<file path="src/rtl/mem_stage_if.sv">
// mem_stage_if: EX bundle, data-memory port and WB bundle of the memory stage.
interface mem_stage_if;
  logic        in_valid;
  logic [3:0]  alu_op;
  logic [4:0]  rd_addr;
  logic        rd_we;
  logic [31:0] rd_data;
  logic [31:0] mem_addr;
  logic [31:0] store_data;
  logic        stall;
  logic        dmem_req;
  logic        dmem_we;
  logic [31:0] dmem_addr;
  logic [31:0] dmem_wdata;
  logic        dmem_ack;
  logic [31:0] dmem_rdata;
  logic        wb_valid;
  logic [4:0]  wb_rd_addr;
  logic        wb_rd_we;
  logic [31:0] wb_rd_data;
  logic        bus_err;
  logic        misalign_err;
  modport master (
    output in_valid, alu_op, rd_addr, rd_we, rd_data, mem_addr, store_data, dmem_ack, dmem_rdata,
    input  stall, dmem_req, dmem_we, dmem_addr, dmem_wdata, wb_valid, wb_rd_addr, wb_rd_we,
           wb_rd_data, bus_err, misalign_err
  );
  modport slave (
    input  in_valid, alu_op, rd_addr, rd_we, rd_data, mem_addr, store_data, dmem_ack, dmem_rdata,
    output stall, dmem_req, dmem_we, dmem_addr, dmem_wdata, wb_valid, wb_rd_addr, wb_rd_we,
           wb_rd_data, bus_err, misalign_err
  );
endinterface

</file>
<file path="src/rtl/mem_stage.sv">
// mem_stage: RISC-V memory stage issuing LW/SW on a req/ack port with an ack watchdog.
// Optional MEM_MISALIGN_TRAP_EN: misaligned LW/SW trap via misalign_err instead of truncating.
module mem_stage #(
  parameter int          TIMEOUT_CYCLES = 16,
  parameter int          CNT_W          = 5,
  parameter logic [3:0]  LW_ALU         = 4'd10,
  parameter logic [3:0]  SW_ALU         = 4'd11
) (
  input logic        clk,
  input logic        reset,
  mem_stage_if.slave bus
);
  typedef enum logic {IDLE, WAIT} state_t;
  state_t           r_state;
  logic [CNT_W-1:0] r_cnt;
  logic [4:0]       r_rd_addr;
  logic             r_rd_we;
  logic             w_mem, w_mis, w_issue, w_tmo;
  assign w_mem = bus.in_valid && (bus.alu_op == LW_ALU || bus.alu_op == SW_ALU);
`ifdef MEM_MISALIGN_TRAP_EN
  assign w_mis = bus.mem_addr[1:0] != 2'b00;
`else
  assign w_mis = 1'b0;
`endif
  assign w_issue = w_mem && !w_mis;
  assign w_tmo   = TIMEOUT_CYCLES > 0 && r_cnt == CNT_W'(TIMEOUT_CYCLES - 1);
  assign bus.stall = r_state == IDLE ? w_issue : !bus.dmem_ack && !w_tmo;
  always_ff @(posedge clk) begin
    if (reset) begin
      r_state          <= IDLE;
      r_cnt            <= '0;
      r_rd_addr        <= '0;
      r_rd_we          <= 1'b0;
      bus.dmem_req     <= 1'b0;
      bus.dmem_we      <= 1'b0;
      bus.dmem_addr    <= '0;
      bus.dmem_wdata   <= '0;
      bus.wb_valid     <= 1'b0;
      bus.wb_rd_addr   <= '0;
      bus.wb_rd_we     <= 1'b0;
      bus.wb_rd_data   <= '0;
      bus.bus_err      <= 1'b0;
      bus.misalign_err <= 1'b0;
    end else begin
      bus.wb_valid     <= 1'b0;
      bus.bus_err      <= 1'b0;
      bus.misalign_err <= 1'b0;
      if (r_state == IDLE) begin
        if (w_issue) begin
          r_state        <= WAIT;
          r_cnt          <= '0;
          r_rd_addr      <= bus.rd_addr;
          r_rd_we        <= bus.rd_we && bus.rd_addr != 5'd0 && bus.alu_op == LW_ALU;
          bus.dmem_req   <= 1'b1;
          bus.dmem_we    <= bus.alu_op == SW_ALU;
          bus.dmem_addr  <= bus.mem_addr & ~32'h3;
          bus.dmem_wdata <= bus.store_data;
        end else if (bus.in_valid) begin
          // trapped misaligned accesses retire here like ALU ops, without a register write
          bus.wb_valid     <= 1'b1;
          bus.wb_rd_addr   <= bus.rd_addr;
          bus.wb_rd_we     <= bus.rd_we && bus.rd_addr != 5'd0 && !w_mem;
          bus.wb_rd_data   <= bus.rd_data;
          bus.misalign_err <= w_mem;
        end
      end else begin
        r_cnt <= r_cnt + 1'b1;
        if (bus.dmem_ack || w_tmo) begin
          r_state        <= IDLE;
          bus.dmem_req   <= 1'b0;
          bus.wb_valid   <= 1'b1;
          bus.wb_rd_addr <= r_rd_addr;
          bus.wb_rd_we   <= bus.dmem_ack && r_rd_we;
          bus.wb_rd_data <= bus.dmem_ack && !bus.dmem_we ? bus.dmem_rdata : '0;
          bus.bus_err    <= !bus.dmem_ack;
        end
      end
    end
  end
endmodule

</file>
<file path="src/flat_wrapper.sv">
// flat-port wrapper written by rule: the top's interface ports become plain ports
module mem_stage_flat 
#(
  parameter int          TIMEOUT_CYCLES = 16,
  parameter int          CNT_W          = 5,
  parameter logic [3:0]  LW_ALU         = 4'd10,
  parameter logic [3:0]  SW_ALU         = 4'd11
)
  (clk, reset, bus_in_valid, bus_alu_op, bus_rd_addr, bus_rd_we, bus_rd_data, bus_mem_addr, bus_store_data, bus_dmem_ack, bus_dmem_rdata, bus_stall, bus_dmem_req, bus_dmem_we, bus_dmem_addr, bus_dmem_wdata, bus_wb_valid, bus_wb_rd_addr, bus_wb_rd_we, bus_wb_rd_data, bus_bus_err, bus_misalign_err);
  mem_stage_if bus_i ();
  input logic clk;
  input logic reset;
  input wire logic [$bits(bus_i.in_valid)-1:0] bus_in_valid;
  input wire logic [$bits(bus_i.alu_op)-1:0] bus_alu_op;
  input wire logic [$bits(bus_i.rd_addr)-1:0] bus_rd_addr;
  input wire logic [$bits(bus_i.rd_we)-1:0] bus_rd_we;
  input wire logic [$bits(bus_i.rd_data)-1:0] bus_rd_data;
  input wire logic [$bits(bus_i.mem_addr)-1:0] bus_mem_addr;
  input wire logic [$bits(bus_i.store_data)-1:0] bus_store_data;
  input wire logic [$bits(bus_i.dmem_ack)-1:0] bus_dmem_ack;
  input wire logic [$bits(bus_i.dmem_rdata)-1:0] bus_dmem_rdata;
  output wire logic [$bits(bus_i.stall)-1:0] bus_stall;
  output wire logic [$bits(bus_i.dmem_req)-1:0] bus_dmem_req;
  output wire logic [$bits(bus_i.dmem_we)-1:0] bus_dmem_we;
  output wire logic [$bits(bus_i.dmem_addr)-1:0] bus_dmem_addr;
  output wire logic [$bits(bus_i.dmem_wdata)-1:0] bus_dmem_wdata;
  output wire logic [$bits(bus_i.wb_valid)-1:0] bus_wb_valid;
  output wire logic [$bits(bus_i.wb_rd_addr)-1:0] bus_wb_rd_addr;
  output wire logic [$bits(bus_i.wb_rd_we)-1:0] bus_wb_rd_we;
  output wire logic [$bits(bus_i.wb_rd_data)-1:0] bus_wb_rd_data;
  output wire logic [$bits(bus_i.bus_err)-1:0] bus_bus_err;
  output wire logic [$bits(bus_i.misalign_err)-1:0] bus_misalign_err;
  assign bus_i.in_valid = bus_in_valid;
  assign bus_i.alu_op = bus_alu_op;
  assign bus_i.rd_addr = bus_rd_addr;
  assign bus_i.rd_we = bus_rd_we;
  assign bus_i.rd_data = bus_rd_data;
  assign bus_i.mem_addr = bus_mem_addr;
  assign bus_i.store_data = bus_store_data;
  assign bus_i.dmem_ack = bus_dmem_ack;
  assign bus_i.dmem_rdata = bus_dmem_rdata;
  assign bus_stall = bus_i.stall;
  assign bus_dmem_req = bus_i.dmem_req;
  assign bus_dmem_we = bus_i.dmem_we;
  assign bus_dmem_addr = bus_i.dmem_addr;
  assign bus_dmem_wdata = bus_i.dmem_wdata;
  assign bus_wb_valid = bus_i.wb_valid;
  assign bus_wb_rd_addr = bus_i.wb_rd_addr;
  assign bus_wb_rd_we = bus_i.wb_rd_we;
  assign bus_wb_rd_data = bus_i.wb_rd_data;
  assign bus_bus_err = bus_i.bus_err;
  assign bus_misalign_err = bus_i.misalign_err;
  mem_stage #(.TIMEOUT_CYCLES(TIMEOUT_CYCLES), .CNT_W(CNT_W), .LW_ALU(LW_ALU), .SW_ALU(SW_ALU)) u_core (.clk(clk), .reset(reset), .bus(bus_i));
endmodule
</file>
<file path="config.mk">
export PLATFORM = sky130hd
export DESIGN_NAME = mem_stage_flat
export DESIGN_NICKNAME = d
export VERILOG_FILES = /design/src/rtl/mem_stage_if.sv /design/src/rtl/mem_stage.sv /design/src/flat_wrapper.sv
export SDC_FILE = /design/constraint.sdc
export NUM_CORES = 1
export LEC_CHECK = 0
export BUFFER_PORTS_ARGS = -buffer_cell sky130_fd_sc_hd__clkbuf_2
export CAP_MARGIN = 25
export CORE_ASPECT_RATIO = 1.4
export CORE_MARGIN = 5
export CORE_UTILIZATION = 46
export CTS_BUF_LIST = sky130_fd_sc_hd__clkbuf_8
export DETAILED_ROUTE_END_ITERATION = 10
export HOLD_SLACK_MARGIN = 0.12
export PLACE_DENSITY = 0.9
export SYNTH_ARGS = -nofsm -noshare
export SYNTH_HDL_FRONTEND = slang
export SYNTH_SLANG_ARGS = --single-unit
</file>
<file path="constraint.sdc">
create_clock -name clk -period 2.2 [get_ports clk]
set_input_delay 0.44 -clock clk [delete_from_list [all_inputs] [get_ports clk]]
set_output_delay 0.44 -clock clk [all_outputs]
set_load 0.005 [all_outputs]
</file>
# Word level (Yosys, flattened, before mapping)
# Index checks and enable logic that the tools add are counted.
[word_totals]
regBits = 116
latch_bits = 0
ram_bits = 0
romBits = 0
output_inout_bits = 108
mem_count = 0
[op_classes]
n_addsub = 1
n_mul = 0
div = 0
n_lt_le_gt_ge = 0
n_eq_ne = 5
n_shift = 0
n_mux = 26
bitwise_logic = 2
reduce_logical = 20
[op_table]
columns = ["operator", "n"]
rows = [
  ["$mux 32", 5],
  ["$mux 5", 6],
  ["$mux 1", 15],
  ["$eq 4x4->1 const B", 2],
  ["$logic_and 1x1->1", 7],
  ["$add 5x1->5 const B", 1],
  ["$eq 5x4->1 const B", 1],
  ["$reduce_bool 5->1", 1],
  ["$logic_not 1->1", 4],
  ["$reduce_and 2->1", 2],
  ["$reduce_bool 2->1", 2],
  ["$reduce_and 3->1", 1],
  ["$reduce_or 3->1", 1],
  ["$logic_or 1x1->1", 2],
  ["$ne 2x1->1 const B", 1],
  ["$ne 2x2->1 const B", 1],
  ["$not 1->1", 2],
]

# Logic depth before layout (Yosys ltp)
[depth]
ltp_word = 8
mapped_depth = 8
depth_no_buf = 7

# Worst setup path before layout
# No wires, ideal clock.
[synth_path]
path_type = "register to register"
start = "register u_core.r_cnt[0]"
end = "register u_core.bus.wb_rd_data[10] (netlist bit)"
setup_time_ps = 81
t_arrival_ps = 1696
required_ps = 2119
setup_slack_ps = 423
path_stages_with_launch = 9
period_less_slack_ps = 1777
cell_sequence = "dfxtp_1 > ha_1 > and3_1 > ha_1 > o21a_1 > o21bai_4 > buf_6 > buf_6 > a211oi_2"
[synth_between]
elab_chain_len = 4
[synth_lines]
columns = ["element", "line", "source"]
rows = [
  ["from (decl)", "mem_stage.sv:15", "logic [CNT_W-1:0] r_cnt;"],
  ["from (signal assigned)", "mem_stage.sv:67", "r_cnt <= r_cnt + 1'b1;"],
  ["$eq 5x4->1", "mem_stage.sv:26", "assign w_tmo = TIMEOUT_CYCLES > 0 && r_cnt == CNT_W'(TIMEOUT_CYCLES - 1);"],
  ["$logic_or 1x1->1", "mem_stage.sv:68", "if (bus.dmem_ack || w_tmo) begin"],
  ["$ne 2x2->1 (no line)", "n/a", ""],
  ["$reduce_and 3->1 (no line)", "n/a", ""],
  ["to (signal assigned)", "mem_stage.sv:63", "bus.wb_rd_data <= bus.rd_data;"],
  ["to (signal assigned)", "mem_stage.sv:74", "bus.wb_rd_data <= bus.dmem_ack && !bus.dmem_we ? bus.dmem_rdata : '0;"],
  ["to (decl)", "mem_stage_if.sv:31", "wb_rd_data, bus_err, misalign_err"],
]
# Every way passes these cells.
# A chain may end at the register's enable or synchronous reset.

# Final worst setup path
[layout_path]
start = "register u_core.r_cnt[1]"
end = "output port bus_stall"
[layout_between]
elab_chain_len = 4
[layout_lines]
columns = ["element", "line", "source"]
rows = [
  ["$eq 5x4->1", "mem_stage.sv:26", ""],
  ["$logic_not 1->1", "mem_stage.sv:27", "assign bus.stall = r_state == IDLE ? w_issue : !bus.dmem_ack && !w_tmo;"],
  ["$logic_and 1x1->1", "mem_stage.sv:27", ""],
  ["$mux 1", "mem_stage.sv:27", ""],
  ["to (decl)", "flat_wrapper.sv:22", "output wire logic [$bits(bus_i.stall)-1:0] bus_stall;"],
]
# Every way passes these cells.

==> metrics.csv <==
stage,metric,value,unit
place,hpwlAfterDp,9320,microns
worst_setup_path,required,1.76,ns
pwr,swShare,24.96,%
routing,drt_pass1_iterations,4,
floorplan,core-area,9846,sq um
sta,period_needed,2.107,ns
routing,drc,0,
worst_setup_path,worstPathArrival,1.67,ns
cells_and_area,nNetsFinal,898,
clock_network,cts_tree,yes,
clock_network,numClockSinks,116,
clock_network,cts.clk_slew.worst_paths,0.07,ns
synth,synth_most_common_cell,nand2_1,
worst_setup_path,startpoint_type,flop,
synth,yosys_warnings,0,
worst_setup_path,crit_type,flop to output port,
pwr,switching_power,1151,uW
pwr,power_frac_comb,12.2,%
routing,drtIter0Drc,202,
floorplan,dieArea,12140,sq um
clock_network,root_buffer,clkbuf_8,
synth,yosys-top-cells-count,"nand2_1 (139), dfxtp_1 (116), a21oi_1 (72)",
place,port-buffer-count,244,
grt,grt_first_pass_wirelength,18850,microns
pwr,leakagePower,0.002764,uW
floorplan,num_io_pins,250,
sta,tightest_slew,0.6094,ns
routing,viasPerCell,4.885,
sta,fmax,474.7,MHz
floorplan,die_h,128.4,microns
cells_and_area,synthToLayoutAreaGrowth,35.88,%
status,status,finished clean,
sta,slew_headroom,59.38,%
grt,grt-ovfl-total,0,
sta,setup_tns,0,ns
hold_path,hp-class,input pin to flop,
floorplan,start_util,46.75,%
synth,yosys.area.top_type,dfxtp_1,
pwr,seq_power_share,48.6,%
clock_network,cts_buffers,17,
worst_setup_path,rr_worst_depth,9,
synth,synth_flop_cell,dfxtp_1,
synth,ys_types,34,
routing,via_count,4406,
synth,synth_edf_count,0,
sta,setup_viol_count_final,0,
sta,drv_slew,0,
synth,synth_top_area_share,50.45,%
synth,ys_top_cells_by_area,"dfxtp_1 (50%), nand2_1 (11%), a211oi_2 (8.2%)",
routing,wl,12620,microns
hold_path,whs_path_depth,3,
cells_and_area,nFillCells,888,
routing,antenna_left,0,
pwr,ir_drop,0.4140,mV
synth,synthArstFlopShare,0,%
floorplan,placementRows,43,
run,maxCapViolations,0,
clock_network,htree_levels,4,
synth,ys_seq_elements,116,
clock_network,clk_path_buf_depth,2,
cells_and_area,post-route-util,63.53,%
place,gp_congestion,0.7691,
pwr,pwr_density_cell,737.0,nW/um^2
worst_setup_path,cp-end-kind,output port,
sta,finClkSkew,0.004506,ns
floorplan,die_x,94.55,microns
routing,wl_per_cell,13.99,microns
grt,grt_pass1_vias,4132,
pwr,intPower,3459,uW
grt,grt_max_degree,117,
sta,finalCritPeriodShare,95.75,%
synth,ys_seq_area_share,50.45,%
worst_setup_path,path_max_fanout,3,
clock_network,worst_skew_pair.late_latency,0.41,ns
pwr,clockPowerShare,39.2,%
sta,rsz0062_at_grt,no,
grt,grt_use_total,19.77,%
cells_and_area,diodes,0,
synth,syn-instance-count,522,
sta,hold_violations,0,
grt,antenna_found_initial,0,
synth,syn_avg_cell_area,8.818,sq um
cells_and_area,drive_gt1_share,42.89,%
synth,syn-cell-area,4603,sq um
layout by cell type (no fill, tap or decap), types with 6 or more instances in the layout:
cell,Yosys,layout
clkbuf_8,0,21
a21oi_1,72,72
clkbuf_2,0,242
buf_4,8,12
a211oi_2,30,30
nor2_1,44,44
dfxtp_1,116,114
a211oi_1,8,8
nand2_1,139,138
a22oi_1,33,33
mux2i_1,6,6
area by class of cell:
class	instances	area, sq um	area share, %
Clock buffer	21	289.0	4.621
Inverter	2	7.507	0.1200
Multi-Input combinational cell	359	2013	32.19
Tap cell	135	168.9	2.701
Sequential cell	116	2325	37.17
Clock inverter	11	85.08	1.360
Timing Repair Buffer	258	1366	21.84
logic make-up (layout without fill, tap and decap cells):
| group | count (synthesis) | in the layout | share of synthesized area (%) |
|---|---|---|---|
| AND/OR/NAND/NOR | 199 | 199 | 17.23 |
| AO/OA/AOI/OAI | 149 | 149 | 23.89 |
| flip-flops | 116 | 116 | 50.45 |
| buffers and inverters | 49 | 292 | 6.496 |
| multiplexers | 6 | 6 | 1.305 |
| adder cells (fa/ha/maj) | 2 | 2 | 0.5435 |
| other | 1 | 3 | 0.08147 |
worst max-delay path: stages, from the launching register on:
cell	delay (ns)
dfxtp_2	0.34
ha_4	0.16
and3_4	0.17
ha_2	0.17
o21a_1	0.20
nor2_1	0.09
buf_2	0.13
flip-flops by register name, summed over array words and instances (netlist names):
register and cells:
u_core.r_state 1, u_core.bus.wb_valid 1, u_core.bus.wb_rd_we 1, u_core.bus.dmem_we 1, u_core.bus.dmem_wdata 32, u_core.bus.dmem_addr 30, u_core.bus.bus_err 1, u_core.bus.wb_rd_data 32
u_core.bus.wb_rd_addr 5, u_core.bus.dmem_req 1, u_core.r_cnt 5, u_core.r_rd_addr 5, u_core.r_rd_we 1
per-stage QoR:
stage	cells	power (uW)	setup slack, ns	cell area, sq um	hold slack, ns
floorplan	524	2594	0.4227	4611	0.4360
global placement	867	2832	0.2786	5836	0.4404
detailed placement	867	2853	0.2468	5836	0.4456
CTS	901	4663	0.0004596	6230	0.2044
global route	902	4834	0.004515	6255	0.2244
finish	902	4609	0.09340	6255	0.2404
per-layer routing:
| layer | wire, microns | up-vias | part of all wire (%) | GRT usage [%] |
|---|---|---|---|---|
| met3 | 1397 | 20 | 11 | 7.953 |
| met2 | 6482 | 176 | 51 | 35.83 |
| met4 | 236 | 0 | 1.9 | 8.071 |
| li1 | - | 2245 | - | - |
| met5 | 0 | - | 0 | 0 |
| met1 | 4507 | 1965 | 36 | 19.88 |
repair_timing:
item	4_1_cts	5_1_grt
buffers inserted	2	1
gates resized for setup	3	4
hold buffers	0	0
endpoints found under the hold margin	0	0
endpoints found under the setup margin	1	1
pin swaps	1	1
cloned	0	0
path summary, 6_finish.rpt:
check | to | slack, ns | from
min | u_core.bus.dmem_addr[15] | 0.24 | bus_mem_addr[15]
max reg2reg | u_core.bus.wb_rd_data[6] | 0.21 | u_core.r_cnt[1]
max | bus_stall | 0.09 | u_core.r_cnt[1]
min reg2reg | u_core.bus.dmem_addr[18] | 0.45 | u_core.bus.dmem_addr[18]
power groups by stage:
stage,sequential [uW],combinational (uW),clock (uW)
finish,2240,564,1800
global route,2250,623,1960
CTS,2240,568,1850
detailed placement,2290,564,0
global placement,2280,550,0
floorplan,2290,302,0
(Power assumes the default switching activity.)
